--- config.mk ---
export PLATFORM = sky130hd
export DESIGN_NAME = bitmap_crypto_host
export DESIGN_NICKNAME = d
export VERILOG_FILES = /design/src/rtl/bitmap_crypto_host.sv
export SDC_FILE = /design/constraint.sdc
export NUM_CORES = 1
export LEC_CHECK = 0
export CAP_MARGIN = 20
export CORE_AREA = 3 3 306 308
export DETAILED_ROUTE_END_ITERATION = 16
export DIE_AREA = 0 0 309 311
export PLACE_DENSITY = 0.72
export SYNTH_ARGS = -nofsm -noshare
export SYNTH_HDL_FRONTEND = slang
export SYNTH_SLANG_ARGS = --single-unit
--- constraint.sdc ---
create_clock -name clock -period 10.3 [get_ports clock]
set_input_delay 2.575 -clock clock [delete_from_list [all_inputs] [get_ports clock]]
set_output_delay 2.575 -clock clock [all_outputs]
set_load 0.005 [all_outputs]
--- src/rtl/bitmap_crypto_host.sv ---
// bitmap_crypto_host: buffers a bitmap, runs one engine job over it in place, then streams the results out.
module bitmap_crypto_host #(
  parameter int BITMAP_SIZE_BITS = 512,
  parameter int BITMAP_MEM_WIDTH = 128,
  parameter int MAX_BITMAP_MEM_DEPTH = (BITMAP_SIZE_BITS + BITMAP_MEM_WIDTH - 1) / BITMAP_MEM_WIDTH,
  localparam int W = BITMAP_MEM_WIDTH,
  localparam int D = MAX_BITMAP_MEM_DEPTH,
  localparam int AW = D > 1 ? $clog2(D) : 1,
  localparam int PW = $clog2(D + 1)
) (
  input  logic          clock,
  input  logic          reset,
  input  logic [W-1:0]  key_in,
  input  logic          mode,
  input  logic [AW-1:0] last_addr,
  input  logic          cmd_start,
  input  logic [W-1:0]  in_data,
  input  logic          in_valid,
  output logic          in_ready,
  output logic [W-1:0]  out_data,
  output logic          out_valid,
  input  logic          out_ready,
  output logic          busy,
  output logic          done,
  output logic          err,
  output logic [W-1:0]  eng_din,
  input  logic [AW-1:0] eng_addr,
  input  logic [W-1:0]  eng_dout,
  input  logic          eng_dout_valid,
  output logic [AW-1:0] eng_bit_map_depth,
  output logic [W-1:0]  eng_key,
  output logic          eng_init,
  output logic          eng_start,
  output logic          eng_start_encr,
  input  logic          eng_ready,
  input  logic          eng_done,
  input  logic          eng_done_init
);
  typedef enum logic [2:0] {IDLE, INIT, WAIT_INIT, WAIT_RDY, START, RUN, DRAIN} state_t;
  state_t state, next;
  logic [W-1:0] mem [D];
  logic [PW-1:0] wr_ptr;
  logic [AW-1:0] rd_ptr;
  logic mode_r, live, cmd_ok, in_acc;
  assign cmd_ok = state == IDLE && cmd_start && wr_ptr > PW'(last_addr) && 32'(last_addr) < D;
  // live keeps in_ready low while reset is held and rises on the first edge after release
  assign in_ready = live && state == IDLE && wr_ptr != PW'(D);
  assign in_acc = in_valid && in_ready;
  assign done = state == DRAIN && out_valid && out_ready && rd_ptr == eng_bit_map_depth;
  assign busy = state != IDLE;
  assign eng_init = state == INIT;
  assign eng_start = state == START;
  always_comb begin
    next = state;
    case (state)
      IDLE:      next = cmd_ok ? INIT : IDLE;
      INIT:      next = WAIT_INIT;
      WAIT_INIT: next = eng_done_init ? WAIT_RDY : WAIT_INIT;
      WAIT_RDY:  next = eng_ready ? START : WAIT_RDY;
      START:     next = RUN;
      RUN:       next = eng_done ? DRAIN : RUN;
      DRAIN:     next = done ? IDLE : DRAIN;
      default:   next = IDLE;
    endcase
  end
  always_ff @(posedge clock or negedge reset)
    if (!reset) state <= IDLE;
    else state <= next;
  always_ff @(posedge clock)
    if (in_acc) mem[wr_ptr[AW-1:0]] <= in_data;
    else if (state == RUN && eng_dout_valid) mem[eng_addr] <= eng_dout;
  always_ff @(posedge clock or negedge reset) begin
    if (!reset) begin
      live <= 1'b0;
      wr_ptr <= '0;
      rd_ptr <= '0;
      out_valid <= 1'b0;
      out_data <= '0;
      eng_din <= '0;
      eng_key <= '0;
      eng_bit_map_depth <= '0;
      mode_r <= 1'b0;
      eng_start_encr <= 1'b0;
      err <= 1'b0;
    end else begin
      live <= 1'b1;
      err <= cmd_start && !cmd_ok;
      eng_din <= mem[eng_addr];
      if (in_acc) wr_ptr <= wr_ptr + 1'b1;
      if (cmd_ok) begin
        eng_key <= key_in;
        mode_r <= mode;
        eng_bit_map_depth <= last_addr;
      end
      // engine picks decrypt as !start_encr, so hold it for the whole run
      if (state == WAIT_RDY && eng_ready && mode_r) eng_start_encr <= 1'b1;
      if (state == RUN && eng_done) begin
        eng_start_encr <= 1'b0;
        rd_ptr <= '0;
      end
      if (state == DRAIN) begin
        if (!out_valid) begin
          out_data <= mem[rd_ptr];
          out_valid <= 1'b1;
        end else if (out_ready) begin
          if (done) begin
            out_valid <= 1'b0;
            wr_ptr <= '0;
          end else begin
            out_data <= mem[rd_ptr + 1'b1];
            rd_ptr <= rd_ptr + 1'b1;
          end
        end
      end
    end
  end
endmodule

Word level (Yosys, flattened, before mapping)
Memories as Yosys holds them, arrays and structs flattened. A register that Yosys moved wholly into a read port is not among the register bits.
Index checks and enable logic that the tools add are counted.
{ "totals": {"mem_count": 1, "ff_bits": 271, "input_bits": 398, "output_inout_bits": 394, "ram_bits": 512} }
{ "op_classes": {"eq_ne": 10, "n_reduce_logical": 20, "n_mux": 32, "n_lt_le_gt_ge": 1, "add_sub_neg": 2} }
{ "mem_list": {"columns": ["memory", "depth", "word_bits", "read_ports", "rd_ports_with_merged_regs", "wr", "line", "text"], "rows": [
  ["mem", 4, 128, 3, 1, 1, "41", "logic [W-1:0] mem [D];"]
]} }
{ "ops": {"columns": ["cell", "count"], "rows": [
  ["128-bit two-way mux", 4],
  ["128-bit OR reduction", 1],
  ["3-bit two-way mux", 7],
  ["3-bit one-hot mux with 7 select lines", 1],
  ["2-bit two-way mux", 7],
  ["1-bit logical AND", 13],
  ["1-bit two-way mux", 13],
  ["3-bit == test, second input constant", 3],
  ["3-bit by 2-bit == test with 1-bit output, second input constant", 2],
  ["3-bit by 1-bit adder with 3-bit output, second input constant", 1],
  ["3-bit by 1-bit == test with 1-bit output, second input constant", 1],
  ["3-bit by 2-bit > comparator with 1-bit output", 1],
  ["3-bit logical NOT", 1],
  ["3-bit inequality test, second input constant", 1],
  ["3-bit AND reduction", 1],
  ["3-bit nonzero test", 1],
  ["2-bit by 1-bit adder with 2-bit output, second input constant", 1],
  ["2-bit == test", 1],
  ["1-bit logical NOT", 2],
  ["2-bit by 1-bit inequality test with 1-bit output, second input constant", 1],
  ["2-bit inequality test, second input constant", 1],
  ["2-bit nonzero test", 1]
]} }

Logic depth before layout (Yosys ltp)
Gate-level depths: netlist of the first run.
{ "logic_depth": {"word_depth": 9, "ltp_mapped": 8} }

Worst setup path after synthesis of the first run
OpenSTA, ideal clock, no wires.
{ "synth_timing": {"path_type": "input -> register", "startpoint": "input eng_addr[1]", "endpoint": "memory mem[0][0] (netlist name), enable pin", "path_stages": 4, "arrival_ns": 12.653, "path_buffers": 3, "slack_ns": -3.161, "setup_time_ns": 0.808, "cell_sequence": "clkbuf_1 > clkbuf_1 > buf_2 > o32ai_1"} }
{ "synth_via": {"elab_chain_cells": 1} }
{ "synth_lines": {"columns": ["element", "line", "text"], "rows": [
  ["start: declaration", "27", "input logic [AW-1:0] eng_addr,"],
  ["2-bit two-way mux (no line)", null, null],
  ["end: declaration", "41", null]
]} }
No other way between the ends.

Worst setup path after layout of the first run
{ "layout_timing": {"startpoint": "input out_ready", "endpoint": "output done"} }
{ "layout_via": {"elab_chain_cells": 2} }
{ "layout_lines": {"columns": ["element", "line", "text"], "rows": [
  ["start: declaration", "22", "input logic out_ready,"],
  ["1-bit logical AND (2 in a row)", "49", "assign done = state == DRAIN && out_valid && out_ready && rd_ptr == eng_bit_map_depth;"],
  ["end: declaration", "24", "output logic done,"]
]} }
No other way between the ends.

==> results of run 1 <==
==> cells in the final DEF, fill, tap and decap left out, types with 4 or more instances in the layout <==
| master | synthesis | routed |
|---|---|---|
| diode_2 | 0 | 18 |
| bufinv_16 | 0 | 7 |
| mux2_2 | 259 | 259 |
| a221o_1 | 129 | 129 |
| and2_1 | 4 | 4 |
| clkinvlp_4 | 0 | 9 |
| ha_1 | 4 | 4 |
| nor2_1 | 135 | 135 |
| nand2b_1 | 4 | 4 |
| nand2_1 | 393 | 392 |
| a21oi_1 | 5 | 5 |
| mux4_2 | 128 | 128 |
| inv_1 | 4 | 4 |
| edfxtp_1 | 512 | 512 |
| clkbuf_16 | 0 | 96 |
| clkbuf_8 | 0 | 7 |
| clkdlybuf4s50_1 | 0 | 788 |
| mux2i_1 | 130 | 129 |
| nand3_1 | 5 | 5 |
| dfrtp_1 | 399 | 398 |
| buf_4 | 42 | 34 |
| clkinv_1 | 0 | 13 |
| clkinv_2 | 0 | 22 |
| clkbuf_1 | 31 | 17 |
==> sequential cells by signal (all words and copies together), names as in the netlist <==
signal / cells
eng_bit_map_depth: 2
eng_din: 128
eng_key: 128
eng_start_encr: 1
err: 1
live: 1
mem: 512
mode_r: 1
out_data: 128
out_valid: 1
rd_ptr: 2
state: 3
wr_ptr: 3
==> layout make-up <==
cell class,count,area [um2]
Fill cell,7437,42210
Sequential cell,911,25360
Multi-Input combinational cell,1230,10930
Timing Repair Buffer,827,8224
Clock buffer,120,2562
Tap cell,1186,1484
Clock inverter,60,551.8
Antenna cell,18,45.04
Inverter,4,15.01
==> layer usage <==
layer	GRT usage, %	vias up	wire length [um]
li1	-	10200	-
met1	25.95	11900	40410
met2	38.93	851	56770
met3	5.084	209	7428
met4	11.67	6	5674
met5	0	-	38
==> cells by family (layout without fill, tap and decap cells) <==
group	count (synthesis)	in the layout	share of synthesized area, %
other	1	19	0.01011
buffers and inverters	154	1011	2.436
adder cells (fa/ha/maj)	4	4	0.1350
XOR/XNOR	4	4	0.1552
AO/OA/AOI/OAI	151	151	3.907
multiplexers	517	517	19.15
AND/OR/NAND/NOR	553	553	5.827
flip-flops	911	911	68.38
==> worst min-delay path by stage <==
| stage | startpoint | endpoint | slack [ns] | depth (start not counted) |
|---|---|---|---|---|
| final | eng_key[21]$_DFFE_PN0P_ | eng_key[21]$_DFFE_PN0P_ | 0.50 | 1 |
| after global routing | eng_key[52]$_DFFE_PN0P_ | eng_key[52]$_DFFE_PN0P_ | 0.51 | 1 |
| after CTS | eng_key[37]$_DFFE_PN0P_ | eng_key[37]$_DFFE_PN0P_ | 0.50 | 1 |
| after detailed placement | eng_key[37]$_DFFE_PN0P_ | eng_key[37]$_DFFE_PN0P_ | 0.49 | 1 |
| after global placement | eng_key[127]$_DFFE_PN0P_ | eng_key[127]$_DFFE_PN0P_ | 0.49 | 1 |
| after floorplan | mode_r$_DFFE_PN0P_ | eng_start_encr$_DFFE_PN0P_ | 0.48 | 2 |
==> metrics by stage <==
step                      std cells  hold WS (ns)
final                          4356        0.5016
after global placement         4158        0.4862
after detailed placement       4158        0.4913
after CTS                      4338        0.5041
after floorplan                2295        0.4755
after global routing           4352        0.5101
==> power groups by stage <==
stage | Combinational (uW) | Clock [uW] | Sequential (uW)
floorplan | 1900 | 0 | 5000
global placement | 3930 | 0 | 5020
detailed placement | 3970 | 0 | 5050
CTS | 3980 | 3470 | 4980
global route | 4180 | 3630 | 5060
finish | 3930 | 3390 | 4980
==> run metrics, run 1 <==
area leader, netlist=edfxtp_1; Synthesized Nets=2697; fmax=0.1364 GHz; nature of the critical path startpoint=primary input; root buffer cell=clkbuf_16; dpl cell area=0.04602 mm2; number of global-route vias before repair=23.59k; ratio of cells with drive above 1 in the final layout=18.75%; Mapped Area=0.03708 mm2; slowest stage delay, CP=0.76 ns; I/O pins=792; initial antenna violation count=23; syn avg cell area=16.16 um2; Hold Crit Class=flip-flop to flip-flop; worst r2r path cells=7; DIE AREA=0.09610 mm2; end-of-flow core utilization=53.81%; clock sinks=911; Port Buffers=791; post-synthesis cell count=2295; worst-path maximum fanout=7; flops & latches, synth=911; Worst Skew=0.02710 ns; max-cap viol count=0; Starting Density=40.58%; crit end category=output port; CTS tree=yes; Req. time, crit path=7.73 ns; Worst R2R Start=state[1]$_DFF_PN0_; DR pass1 iterations=5; Slowest-stage cell, CP=clkdlybuf4s50_1; vias per cell=5.317; Crit path max-delay family=buffers and inverters; Final Hold Viols=0; clock latency on the worst-skew pair=0.67 ns; DRT antenna net count=0; maximum vdd ir drop=0.1859 mV; CTS Buf Count=95; Arr. time, crit path=4.76 ns; pre-CTS setup slack=2.930 ns; Post-DP HPWL=74130 um; Chip Height=311 um; setup_tns=0 ns; Post-synth EDFFs=512; Seq/Total Area, Yosys=68.38%; P_int=8641 uW; DRT iter0 DRCs=1516; RSZ-0062 raised after global routing=no; Sw Ratio=29.79%; Setup crit start=out_ready; PwrDens=250.3 mW/mm2; Synth top area share=41.46%; Final Cycle Share=71.19%; Reg power frac=40.5%; # nets final=3471; ranking of synthesized cells by area=edfxtp_1, dfrtp_1, mux2_2; GRT Total Usage=22.46%; Area Overhead vs Synth=32.61%; Yosys warnings=0; slew margin rel.=30.14%; static leakage=0.01848 uW; actual slew at the worst max-slew pin=1.048 ns; via count=23.16k; num rows=111; global-route wire length before repair=159000 um; largest net degree at the start of global routing=140; Die X=309 um; Combinational Power Share=32.0%; Pwr Total=12310 uW; reg-to-reg endpoint=mem[3][103]$_DFFE_PP_; crit-path most repeated cell=clkdlybuf4s50_1; CTS clock-pin slew for the worst setup and hold paths=0.06 ns; Post-synth top cells=edfxtp_1, dfrtp_1, nand2_1, mux2_2, nor2_1; Distinct cells, synth=45; H-tree depth=3; Psw=3667 uW; reg-to-reg slack, setup=6.09 ns; share of power burned in the clock network=27.6%; design area=0.04918 mm2; CP Capture Point=done; count leader, synth=edfxtp_1; WL/cell=25.33 um; Hold-fix buffers, CTS=0; max-slew violation count=0; critical path depth in cells=5; minimum clock period=7.332 ns; post-CTS sizing=0; drt total wl=110300 um; Critical path buffers and inverters=2; Post-synth top flop=edfxtp_1; gpl congestion=0.7922; postcts setup bufs=0; core footprint=0.09139 mm2; run status=finished clean; worst setup margin=2.968 ns; crit path cell chain=clkdlybuf4s50_1, nand2_1, nor3_1, and2_1, clkdlybuf4s50_1; crit path kind=primary input to output port; Async SR Flop Fraction=43.80%; CTS Buffer Depth=3; Final Setup Violations=0; Post-route DRC=0; gr ovfl total=0
(Power assumes the default switching activity.)
==> run 2: changes to the inputs <==
clock period = 6.65 ns   (was 10.3 ns; I/O delays follow)
==> run 2 against run 1 <==
  * First-iteration DRC count shrank 4.6%
  * Via count shrank 1.0%
  * Wire length shrank 4.1%
  * Clock-buffer cell count grew 13
  * Hold slack lost 0.00084 ns
  * Combinational power grew 55%
  * Clock skew shrank 0.0091 ns
==> run metrics, run 2 (synthesis gave the netlist of run 1 again) <==
run status=finished clean; hold slack=0.5007 ns (-0.0008400 ns); PwrDens=388.2 mW/mm2 (+55%); DIE AREA=0.09610 mm2 (unchanged); Arr. time, crit path=3.48 ns (-1.28 ns); maximum vdd ir drop=0.2781 mV (+50%); root buffer cell=clkbuf_16; max-cap viol count=0 (unchanged); Top reg by flops=mem; DR pass1 iterations=5 (unchanged); CTS Buf Count=97 (+2.1%); crit end category=output port; design area=0.04939 mm2 (+0.44%); CTS clock-pin slew for the worst setup and hold paths=0.06 ns (about the same); drt total wl=105800 um (-4.1%); commonest cells after routing, fill and taps aside=clkdlybuf4s50_1, edfxtp_1, dfrtp_1, nand2_1, mux2_2; GRT Total Usage=21.57% (-0.89 points); num rows=111 (unchanged); gr ovfl total=0 (unchanged); Final Setup Violations=0 (unchanged); postcts setup bufs=0 (unchanged); max FFs per register=512 (unchanged); Req. time, crit path=4.99 ns (-2.74 ns); Post-route DRC=0 (unchanged); Chip Height=311 um (unchanged); pre-CTS setup slack=1.510 ns (-1.420 ns); gpl congestion=0.8100 (+2.2%); actual slew at the worst max-slew pin=1.061 ns (+0.01287 ns); # nets final=3469 (-0.058%); RSZ-0062 raised after global routing=no; minimum clock period=5.147 ns; static leakage=0.01859 uW (+0.63%); dpl cell area=0.04611 mm2 (+0.21%); number of global-route vias before repair=23.48k (-0.44%); worst-path maximum fanout=5 (-2); Post-DP HPWL=70230 um (-5.3%); fmax=0.1943 GHz; Hold-fix buffers, CTS=0 (unchanged); Die X=309 um (unchanged); Worst Skew=0.01798 ns (-0.009127 ns); post-CTS sizing=0 (unchanged); end-of-flow core utilization=54.05% (+0.23 points); CTS tree=yes; Area Overhead vs Synth=33.19%; Hold Crit Class=flip-flop to flip-flop; most common cell after layout, fill and taps aside=clkdlybuf4s50_1; vias per cell=5.272 (-0.85%); global-route wire length before repair=154300 um (-2.9%); I/O pins=792 (unchanged); slew margin rel.=29.28% (-0.86 points); CTS Buffer Depth=3 (unchanged); DRT iter0 DRCs=1447 (-4.6%); crit path kind=primary input to output port; Starting Density=40.58% (unchanged); worst setup margin=1.503 ns (-1.465 ns); ratio of cells with drive above 1 in the final layout=18.72% (-0.026 points); Port Buffers=791 (unchanged); core footprint=0.09139 mm2 (unchanged); initial antenna violation count=20 (-13%); clock latency on the worst-skew pair=0.66 ns (about the same); Final Hold Viols=0 (unchanged); H-tree depth=3 (unchanged); nature of the critical path startpoint=primary input; DRT antenna net count=0 (unchanged); max-slew violation count=0 (unchanged); Final Cycle Share=77.40%; largest net degree at the start of global routing=113 (-19%); clock sinks=911 (unchanged); WL/cell=24.34 um (-3.9%); via count=22.93k (-1.0%)
[run 2: routing by layer]
metal	wire, um	share of wire (%)	GRT usage, %	vias up
li1	-	-	-	10190
met1	38720	37	24.56	11770
met2	56340	53	38.94	810
met3	7488	7.1	5.295	151
met4	3265	3.1	8.079	4
met5	27	0.026	0	-
[run 2: cell type report]
type                    count  area [um2]
diodes                     12       30.03
clock buffers             133        2779
clock inverters            50       469.2
fillers                  7411       41990
inverters                   4       15.01
multi-input cells        1230       10930
flip-flops and latches    911       25360
well taps                1186        1484
repair buffers            823        8319
[run 2: stage by stage]
step                std cells  setup TNS (ns)  total power [uW]
global placement         4154               0             13810
floorplan                2295         -151.86             10680
finish                   4349               0             19180
global route             4349               0             20060
detailed placement       4154               0             13910
CTS                      4337               0             19390
[run 2: critical path: stages]
cell and delay, ns:
clkdlybuf4s50_1 0.51, nand2_1 0.07, nor3_1 0.36, and2_1 0.29, clkdlybuf4s50_1 0.60
[run 2: worst paths after layout]
| path | from | endpoint | slack [ns] | cells past startpoint |
|---|---|---|---|---|
| setup / recovery | out_ready | done | 1.50 | 5 |
| hold / removal | eng_key[127]$_DFFE_PN0P_ | eng_key[127]$_DFFE_PN0P_ | 0.50 | 1 |
| setup reg to reg | state[2]$_DFF_PN0_ | mem[3][86]$_DFFE_PP_ | 3.14 | 4 |
| hold reg to reg | eng_key[127]$_DFFE_PN0P_ | eng_key[127]$_DFFE_PN0P_ | 0.50 | 1 |
| max in group asynchronous | reset | rd_ptr[1]$_DFF_PN0_ | 4.33 | 2 |
| min in group asynchronous | reset | eng_key[6]$_DFFE_PN0P_ | 1.06 | 1 |
[run 2: report_power, final]
part / internal [uW] / switching (uW)
registers: 7080 / 560
clock network: 3240 / 2190
logic: 3300 / 2800
